===== src/rtl/player_bullet.sv =====
// Player-shot engine: launches one bullet from the cannon and moves it upward
// on game ticks. Each clock it tests the bullet tip against the invader grid
// and flags a kill for score_logic.
// Optional build macro: SHOT_QUEUE_EN adds a 1-deep pending-shot flag.
//
//   state  | meaning
//   IDLE   | no bullet on screen; a shoot (or pending shot) launches one
//   FLYING | bullet on screen, moving up on ticks, hit-tested every clock
module player_bullet #(
   parameter int PLAYER_Y = 440,
   parameter int PLAYER_W = 32,
   parameter int SPEED    = 4,
   parameter int ROWS     = 5,
   parameter int COLS     = 11,
   parameter int CELL_W   = 32,
   parameter int CELL_H   = 32,
   parameter int INV_W    = 24,
   parameter int INV_H    = 16
) (
   input  logic                 clk,
   input  logic                 arst,
   input  logic                 tick,
   input  logic                 shoot,
   input  logic [9:0]           player_x,
   input  logic [9:0]           grid_x,
   input  logic [9:0]           grid_y,
   input  logic [ROWS*COLS-1:0] alive,
   output logic                 bullet_active,
   output logic [9:0]           bullet_x,
   output logic [9:0]           bullet_y,
   output logic                 invader_collision,
   output logic [5:0]           kill_idx
);

   localparam int CX_SH = $clog2(CELL_W);
   localparam int CY_SH = $clog2(CELL_H);
   localparam int COL_W = 10 - CX_SH;
   localparam int ROW_W = 10 - CY_SH;

   localparam logic [COL_W-1:0] COLS_L     = COL_W'(COLS);
   localparam logic [ROW_W-1:0] ROWS_L     = ROW_W'(ROWS);
   localparam logic [CX_SH-1:0] INV_W_L    = CX_SH'(INV_W);
   localparam logic [CY_SH-1:0] INV_H_L    = CY_SH'(INV_H);
   localparam logic [9:0]       LAUNCH_DX  = 10'(PLAYER_W / 2);
   localparam logic [9:0]       PLAYER_Y_L = 10'(PLAYER_Y);
   localparam logic [9:0]       SPEED_L    = 10'(SPEED);
   localparam logic [5:0]       COLS_I     = 6'(COLS);

   typedef enum logic {IDLE = 1'b0, FLYING = 1'b1} state_t;

   state_t     state_q, state_d;
   logic [9:0] bx_q, bx_d;
   logic [9:0] by_q, by_d;
   logic       coll_q, coll_d;
   logic [5:0] kill_q, kill_d;

   logic [10:0]      dx, dy;
   logic [COL_W-1:0] col;
   logic [ROW_W-1:0] row;
   logic [5:0]       hit_idx;
   logic             in_cell;
   logic             hit;
   logic             launch_req;

   // Grid hit test from registered bullet position; divide/modulo are bit slices.
   always_comb begin
      dx      = {1'b0, bx_q} - {1'b0, grid_x};
      dy      = {1'b0, by_q} - {1'b0, grid_y};
      col     = dx[9:CX_SH];
      row     = dy[9:CY_SH];
      hit_idx = 6'(row) * COLS_I + 6'(col);
      in_cell = !dx[10] && !dy[10] && (col < COLS_L) && (row < ROWS_L) &&
                (dx[CX_SH-1:0] < INV_W_L) && (dy[CY_SH-1:0] < INV_H_L);
      hit     = (state_q == FLYING) && in_cell && alive[hit_idx];
   end

`ifdef SHOT_QUEUE_EN
   logic pend_q, pend_d;

   assign launch_req = shoot | pend_q;

   // A shot fired while the bullet is busy is remembered once; launch clears it.
   always_comb begin
      pend_d = pend_q;
      if (state_q == IDLE) begin
         if (launch_req) pend_d = 1'b0;
      end else if (shoot) begin
         pend_d = 1'b1;
      end
   end

   // Pending-shot flag register.
   always_ff @(posedge clk or posedge arst) begin
      if (arst) pend_q <= 1'b0;
      else      pend_q <= pend_d;
   end
`else
   assign launch_req = shoot;
`endif

   // Next state: launch, hit (wins over tick), move or top exit.
   always_comb begin
      state_d = state_q;
      bx_d    = bx_q;
      by_d    = by_q;
      coll_d  = 1'b0;
      kill_d  = kill_q;
      case (state_q)
         IDLE: begin
            if (launch_req) begin
               state_d = FLYING;
               bx_d    = player_x + LAUNCH_DX;
               by_d    = PLAYER_Y_L;
            end
         end
         FLYING: begin
            if (hit) begin
               state_d = IDLE;
               coll_d  = 1'b1;
               kill_d  = hit_idx;
            end else if (tick) begin
               if (by_q < SPEED_L) state_d = IDLE;
               else                by_d    = by_q - SPEED_L;
            end
         end
         default: state_d = IDLE;
      endcase
   end

   // State and datapath registers.
   always_ff @(posedge clk or posedge arst) begin
      if (arst) begin
         state_q <= IDLE;
         bx_q    <= '0;
         by_q    <= '0;
         coll_q  <= 1'b0;
         kill_q  <= '0;
      end else begin
         state_q <= state_d;
         bx_q    <= bx_d;
         by_q    <= by_d;
         coll_q  <= coll_d;
         kill_q  <= kill_d;
      end
   end

   assign bullet_active     = (state_q == FLYING);
   assign bullet_x          = bx_q;
   assign bullet_y          = by_q;
   assign invader_collision = coll_q;
   assign kill_idx          = kill_q;

endmodule


===== config.mk =====
export PLATFORM = sky130hd
export DESIGN_NAME = player_bullet
export DESIGN_NICKNAME = d
export VERILOG_FILES = /design/src/rtl/player_bullet.sv
export SDC_FILE = /design/constraint.sdc
export NUM_CORES = 1
export LEC_CHECK = 0
export BUFFER_PORTS_ARGS = -buffer_cell sky130_fd_sc_hd__buf_2
export CORE_MARGIN = 2
export CORE_UTILIZATION = 51
export CTS_BUF_LIST = sky130_fd_sc_hd__clkbuf_8
export CTS_CLUSTER_DIAMETER = 120
export CTS_CLUSTER_SIZE = 12
export DETAILED_ROUTE_END_ITERATION = 8
export PLACE_DENSITY = 0.84
export SETUP_SLACK_MARGIN = 0.05
export SLEW_MARGIN = 0
export SYNTH_ARGS = -nofsm -noshare
export SYNTH_HDL_FRONTEND = slang
export SYNTH_SLANG_ARGS = --single-unit

===== constraint.sdc =====
create_clock -name clk -period 7.03 [get_ports clk]
set_input_delay 0.3515 -clock clk [delete_from_list [all_inputs] [get_ports clk]]
set_output_delay 0.3515 -clock clk [all_outputs]
set_load 0.01 [all_outputs]

**Yosys cells after proc, flatten, opt, wreduce, memory -nomap -nowiden**

Cells that the tools add are included.

- Bits in registers: 28
- Logic and storage cells: 48

- $add $sub $neg: 5
- Multiply operators: 1
- $lt $le $gt $ge: 6
- Eq/ne operators: 4
- Mux-type cells: 14
- Bitwise operators: 1
- Reductions and logical operators: 12

Operators with widths:

| cell | count |
|---|---|
| 10-bit two-way mux | 4 |
| 10-bit by 10-bit subtractor with 11-bit output | 2 |
| 10-bit case mux with 2 select lines | 1 |
| 10-bit by 5-bit adder with 10-bit output, second input constant | 1 |
| 10-bit by 3-bit less-than comparator with 1-bit output, second input constant | 1 |
| 5-bit less-than comparator, second input constant | 2 |
| 10-bit by 3-bit subtractor with 10-bit output, second input constant | 1 |
| 2-bit inequality test, second input constant | 4 |
| 1-bit logical AND | 7 |
| 6-bit by 7-bit less-than comparator with 1-bit output, second input constant | 1 |
| 1-bit two-way mux | 7 |
| 6-bit by 5-bit adder with 6-bit output | 1 |
| 1-bit binary-select mux with 6-bit select | 1 |
| 5-bit by 4-bit multiplier with 6-bit output, second input constant | 1 |
| 5-bit by 3-bit less-than comparator with 1-bit output, second input constant | 1 |
| 5-bit by 4-bit less-than comparator with 1-bit output, second input constant | 1 |
| 2-bit AND reduction | 2 |
| 4-bit AND reduction | 1 |
| 1-bit zero test | 2 |
| 1-bit case mux with 2 select lines | 1 |
| 1-bit NOT | 1 |

**Longest topological paths before layout**

Gate-level depths: netlist of the first run.

- Word-level depth: 11
- Gate-level depth with buffers: 23

**Least setup slack after synthesis of the first run**

OpenSTA, ideal clock, no wires.

- Path type: register to register
- Start point: register by_q[3] (netlist: bullet_y[3])
- End point: register kill_q[0] (netlist: kill_idx[0])
- Setup time: 125 ps
- Arrival: 4,970 ps
- Slack: 1,934 ps
- Stages on the path, launching flop included: 19
- Buffers on the path: 1
- Period minus slack after synthesis: 5,096 ps
- Cells stage by stage: dfrtp_1 > ha_1 > a21oi_2 > nand2_1 > a21o_1 > a21oi_1 > xor2_1 > inv_1 > ha_1 > fa_1 > fa_1 > ha_1 > xor2_2 > mux4_2 > mux2i_1 > mux2_4 > or3_1 > buf_6 > mux2_4

- Word-level cells in the longest chain between the ends: 10

RTL lines:

| what | line | RTL |
|---|---|---|
| from (decl) | 53 | `logic [9:0] by_q, by_d;` |
| from (signal assigned) | 141 | `by_q <= by_d;` |
| 10-bit by 10-bit subtractor with 11-bit output * | 68 | `dy = {1'b0, by_q} - {1'b0, grid_y};` |
| branches (longest 9 deep; another with 5-bit by 4-bit multiplier with 6-bit output) | - |  |
| to (signal assigned) | 143 | `kill_q <= kill_d;` |
| to (decl) | 55 | `logic [5:0] kill_q, kill_d;` |

Mark *: on every way between the ends. The select of a mux whose other input is x is not followed.
A chain may end at the register's enable or synchronous reset.

**Worst setup path in the final report of the first run**

- Start point: register by_q[3] (netlist: bullet_y[3])
- End point: register kill_q[2] (netlist: kill_idx[2])

The elaborated chain is that of the path after synthesis.

==> metrics.csv, run 1 <==
metric,value,unit
"Cell Area, Synth",2860,um^2
drt pass-1 iters,4,
"Req. time, crit path",7.19,ns
total number of vias,2510,
chip width,78.8,um
die area,6220,um^2
Iter 0 DRT Violations,92,
CTS tree,done,
die height,78.8,um
"Top FF cell, synth",dfrtp_1,
clock-pin slew on the worst setup and hold paths,0.09,ns
main area contributors after synthesis,"dfrtp_1, ha_1, mux4_2",
Post-synth EDFFs,0,
ratio of cells with drive above 1 in the final layout,40.7,%
DRT Wirelength,6920,um
vias per inst,5.46,
total congestion overflow,0,
run status,finished clean,
Worst setup SP type,flip-flop,
first-pass GRT wire length,11100,um
crit share post-route,79.0,%
ys async rst share,100,%
Initial Utilization,52.2,%
Slew HR,31.9,%
top-count cell post-synth,inv_1,
detailed placement HPWL,5810,um
worst hold start,player_x[4],
setup repair bufs after CTS,0,
CTS max path bufs,2,
post-route antenna net violation count,0,
crit path DAT,5.72,ns
Commonest cells post-synth,"inv_1, ha_1, dfrtp_1",
HP Class,in -> reg,
Yosys reg bits,26,
GP Congestion,0.789,
Final Hold Fails,0,
Nets,514,
register area share after synthesis,22.8,%
Worst-Margin Slew,1.02,ns
RSZ-0062 raised after global routing,false,
setup TNS,0,ns
Filler cells,484,
number of I/O port buffers,114,
Ports,117,
Core Box Area,5470,um^2
CTS H-tree depth,1,
Setup crit start,bullet_y[3],
worst-path fanout max,9,
hold buffer count at cts,0,
initial antenna violation count,0,
Num CTS Buffers,3,
Total Routing Usage GR,22.5,%
Synth area leader,dfrtp_1,
worst-skew pair later-pin latency,0.27,ns
# rows,27,
Area Overhead vs Synth,22.9,%
Maximum Capacitance Violations,0,
YS warnings,0,
cells resized by post-CTS repair,0,
Max Clk Rate,0.180,GHz
CP Capture Type,flip-flop,
utilization after layout,64.1,%
Cell variety after synth,54,
Routed WL per cell,15.0,um
CTS root buf,clkbuf_8,
vias in the first global route,2453,
Clock Sinks,26,
largest net degree at the start of global routing,27,
Mapped Cells,279,
clk_skew,0.00269,ns
Setup Crit Path Kind,reg -> reg,
R2R Path Start,bullet_y[3],
Antenna Cells,0,
DRC violations left,0,
synthesized area per cell,10.2,um^2
max-slew violation count,0,
min Tclk post-route,5.55,ns
endpoints failing setup,0,
area share of the largest cell type after synthesis,22.8,%
registers in the layout, indices dropped and copies added (netlist names):
signal             flops
bullet_active          1
bullet_y               8
kill_idx               6
invader_collision      1
bullet_x              10
cell usage in the layout, fill, tap and decap left out, types with 7 or more instances in the layout:
cell        n
buf_2     114
nor2_1      8
mux4_2     16
inv_1      35
xor2_1      7
nand3_1     8
xnor2_1    14
o21ai_0     8
a21oi_1     8
ha_1       31
nand2_1    20
o311ai_0    7
dfrtp_1    26
logic make-up (layout without fill, tap and decap cells):
| kind of cell | Yosys count | after routing | share of synthesized area (%) |
|---|---|---|---|
| adders and majority gates | 36 | 36 | 17.1 |
| other | 1 | 2 | 0.131 |
| and+or+nand+nor | 62 | 62 | 11.3 |
| AOI/OAI and AO/OA | 51 | 51 | 13.2 |
| xor gates and xnor gates | 24 | 24 | 8.37 |
| buffers and inverters | 45 | 153 | 6.92 |
| muxes | 34 | 34 | 20.2 |
| DFF | 26 | 26 | 22.8 |
metrics by stage:
step           hold WS (ns)  cells  area (um^2)  worst slack (ns)
2_1_floorplan         0.392    280         2860              1.93
3_3_place_gp          0.496    456         3450              1.54
3_5_place_dp          0.490    456         3450              1.46
4_1_cts               0.300    460         3510              1.47
5_1_grt               0.299    460         3510              1.19
6_report              0.300    460         3510              1.48
critical path, cell delays in order, from the launching register on:
cell and delay, ns:
dfrtp_1 0.43, ha_1 0.32, a21oi_2 0.17, nand2_1 0.11, a21o_1 0.21, a21oi_1 0.17, xor2_1 0.23, inv_1 0.11
ha_1 0.33, fa_1 0.51, fa_1 0.50, ha_1 0.35, xor2_2 0.32, mux4_2 0.54, mux2i_1 0.17, mux2_4 0.23
or3_1 0.40, mux2_4 0.34
path summary, 6_finish.rpt:
check                                    to  slack, ns  cells after the start
worst min-delay path            bullet_x[4]       0.30                      2
worst max-delay path            kill_idx[2]       1.48                     17
min in group asynchronous       bullet_x[1]       0.31                      2
max in group asynchronous       kill_idx[0]       6.11                      2
worst min register to register  bullet_x[6]       0.52                      2
worst max register to register  kill_idx[2]       1.48                     17
area by class of cell:
| cell class | count | area, um^2 | share of cell area [%] |
|---|---|---|---|
| Clock buffer | 4 | 55.1 | 1.57 |
| Multi-Input combinational cell | 209 | 2010 | 57.3 |
| Tap cell | 72 | 90.1 | 2.57 |
| Timing Repair Buffer | 114 | 571 | 16.3 |
| Inverter | 35 | 131 | 3.74 |
| Sequential cell | 26 | 651 | 18.5 |
metal layers:
layer	wire, um	GRT usage, %	vias up	part of all wire (%)
met1	2950	28.3	1202	43
met3	292	3.07	14	4.2
li1	-	-	1222	-
met2	3560	40.3	72	51
met5	0	0	-	0
met4	116	6.72	0	1.7
Power of run 1 is not shown: default switching activity piles up to over one toggle a cycle in this logic, so the estimate is an artifact.
==> run 2, diff against run 1 <==
==> constraint.sdc (replaced) <==
create_clock -name clk -period 5.3 [get_ports clk]
set_input_delay 0.265 -clock clk [delete_from_list [all_inputs] [get_ports clk]]
set_output_delay 0.265 -clock clk [all_outputs]
set_load 0.01 [all_outputs]
==> metrics.csv, run 2 (synthesis results as in run 1) <==
metric,value,unit,change
clk_skew,0.00746,ns,was 0.00269 ns
crit share post-route,96.1,%,was 79.0%
drt pass-1 iters,4,,unchanged
# rows,27,,unchanged
clock-pin slew on the worst setup and hold paths,0.10,ns,was 0.09 ns
final worst setup slack,0.207,ns,was 1.48 ns
Iter 0 DRT Violations,137,,was 92
GP Congestion,0.835,,was 0.789
CTS root buf,clkbuf_8,,unchanged
Setup Crit Path Kind,reg -> reg,,unchanged
die area,6220,um^2,unchanged
"commonest non-fill, non-tap cell in the layout",buf_2,,unchanged
total congestion overflow,0,,unchanged
Critical-path top delay cell,fa_1,,was mux4_2
HP Class,in -> reg,,unchanged
Final Hold Fails,0,,unchanged
Antenna Cells,0,,unchanged
Slew HR,28.3,%,was 31.9%
max-slew violation count,0,,unchanged
Placement Setup Slack,-0.0878,ns,was 1.46 ns
die height,78.8,um,unchanged
final instance area,3700,um^2,was 3510 um^2
vias in the first global route,2693,,was 2453
Initial Utilization,52.2,%,unchanged
vias per inst,5.45,,was 5.46
CTS max path bufs,2,,unchanged
total number of vias,2569,,was 2510
DRC violations left,0,,unchanged
Placed Area,3510,um^2,was 3450 um^2
"Req. time, crit path",5.48,ns,was 7.19 ns
min Tclk post-route,5.09,ns,was 5.55 ns
hold endpoint,bullet_x[0],,was bullet_x[4]
Reg2Reg Depth,18,,was 17
r2r endpoint,kill_idx[5],,was kill_idx[2]
Ports,117,,unchanged
Total Routing Usage GR,24.3,%,was 22.5%
CTS tree,done,,unchanged
worst-path fanout max,9,,unchanged
crit path DAT,5.27,ns,was 5.72 ns
worst-skew pair later-pin latency,0.29,ns,was 0.27 ns
most frequent cells in the layout,"buf_2, inv_1, ha_1, dfrtp_1, nand2_1",,"was buf_2, inv_1, ha_1"
initial antenna violation count,0,,unchanged
CTS H-tree depth,1,,unchanged
Largest register FFs,10,,unchanged
Worst-Margin Slew,1.07,ns,was 1.02 ns
Filler cells,435,,was 484
CP Capture Type,flip-flop,,unchanged
Num CTS Buffers,3,,unchanged
Nets,525,,was 514
R2R Path Start,bullet_y[3],,unchanged
Hold Path Depth,2,,unchanged
RSZ-0062 raised after global routing,false,,unchanged
CP peak stage delay,0.55,ns,was 0.54 ns
reg2reg setup slack,0.21,ns,was 1.48 ns
chip width,78.8,um,unchanged
run status,finished clean,,unchanged
detailed placement HPWL,6000,um,was 5810 um
endpoints failing setup,0,,unchanged
Core Box Area,5470,um^2,unchanged
post-route antenna net violation count,0,,unchanged
Clock Sinks,26,,unchanged
Worst setup SP type,flip-flop,,unchanged
largest net degree at the start of global routing,27,,unchanged
number of I/O port buffers,114,,unchanged
Max Clk Rate,0.196,GHz,was 0.180 GHz
Routed WL per cell,15.7,um,was 15.0 um
ratio of cells with drive above 1 in the final layout,44.9,%,was 40.7%
Maximum Capacitance Violations,0,,unchanged
Area Overhead vs Synth,29.5,%,was 22.9%
first-pass GRT wire length,12000,um,was 11100 um
Setup crit start,bullet_y[3],,unchanged
worst hold start,player_x[0],,was player_x[4]
critical path cell sequence,ha_1 -> nand4bb_1 -> nand2_1 -> a21o_1 -> a21oi_2 -> xor2_1 -> inv_1 -> buf_4 -> ha_1 -> fa_1 -> fa_1 -> a21o_1 -> a21oi_1 -> xnor2_1 -> xnor3_1 -> mux2_4 -> or3_4 -> mux2_4,,was ha_1 -> a21oi_2 -> nand2_1 -> a21o_1 -> a21oi_1 -> xor2_1 -> inv_1 -> ha_1 -> fa_1 -> fa_1 -> ha_1 -> xor2_2 -> mux4_2 -> mux2i_1 -> mux2_4 -> or3_1 -> mux2_4
DRT Wirelength,7390,um,was 6920 um
-- run 2: routing by layer --
metal	vias to the layer above	global-route usage [%]	wire length (um)
met4	0	10.2	166
met5	-	0	0
met3	16	4.32	409
met2	95	43.1	3840
li1	1244	-	-
met1	1214	29.0	2970
-- run 2: critical path: cells and delay by family, from the launching register on --
family                     cells  cell delay [ns]
AOI/OAI and AO/OA              4             0.71
xor gates and xnor gates       3             0.64
adders and majority gates      4             1.56
buffers and inverters          2             0.28
DFF                            1             0.40
muxes                          2             0.65
and+or+nand+nor                3             0.74
-- run 2: worst max-delay path by stage --
stage	endpoint	slack [ns]	cells after the start
final	kill_idx[5]	0.21	18
after global routing	bullet_y[3]	0.07	20
after CTS	bullet_y[3]	0.05	18
after detailed placement	kill_idx[2]	-0.09	19
after global placement	kill_idx[0]	0.04	19
after floorplan	kill_idx[0]	0.20	18
-- run 2: through the flow --
step	cells	hold WS (ns)	util [%]	TNS, ns
2_1_floorplan	280	0.305	-	0
3_3_place_gp	464	0.487	64.2	0
3_5_place_dp	464	0.491	64.2	-0.454
4_1_cts	469	0.199	66.3	0
5_1_grt	471	0.196	67.6	0
6_report	471	0.199	67.6	0
-- run 2: repair_timing --
action,CTS,global route
setup buffers,1,2
hold buffers,0,0
gates resized for setup,4,10
pin swaps,2,9
hold endpoints to repair,0,0
setup endpoints to repair,9,11
-- run 2: final cells by class --
cell class	instances	area (um^2)	area share [%]
multi-input cells	209	2100	56.7
repair buffers	125	657	17.8
flip-flops and latches	26	651	17.6
inverters	35	131	3.55
well taps	72	90.1	2.44
clock buffers	3	41.3	1.12
clock inverters	1	30.0	0.812
Power of run 2 is left out for the same reason.
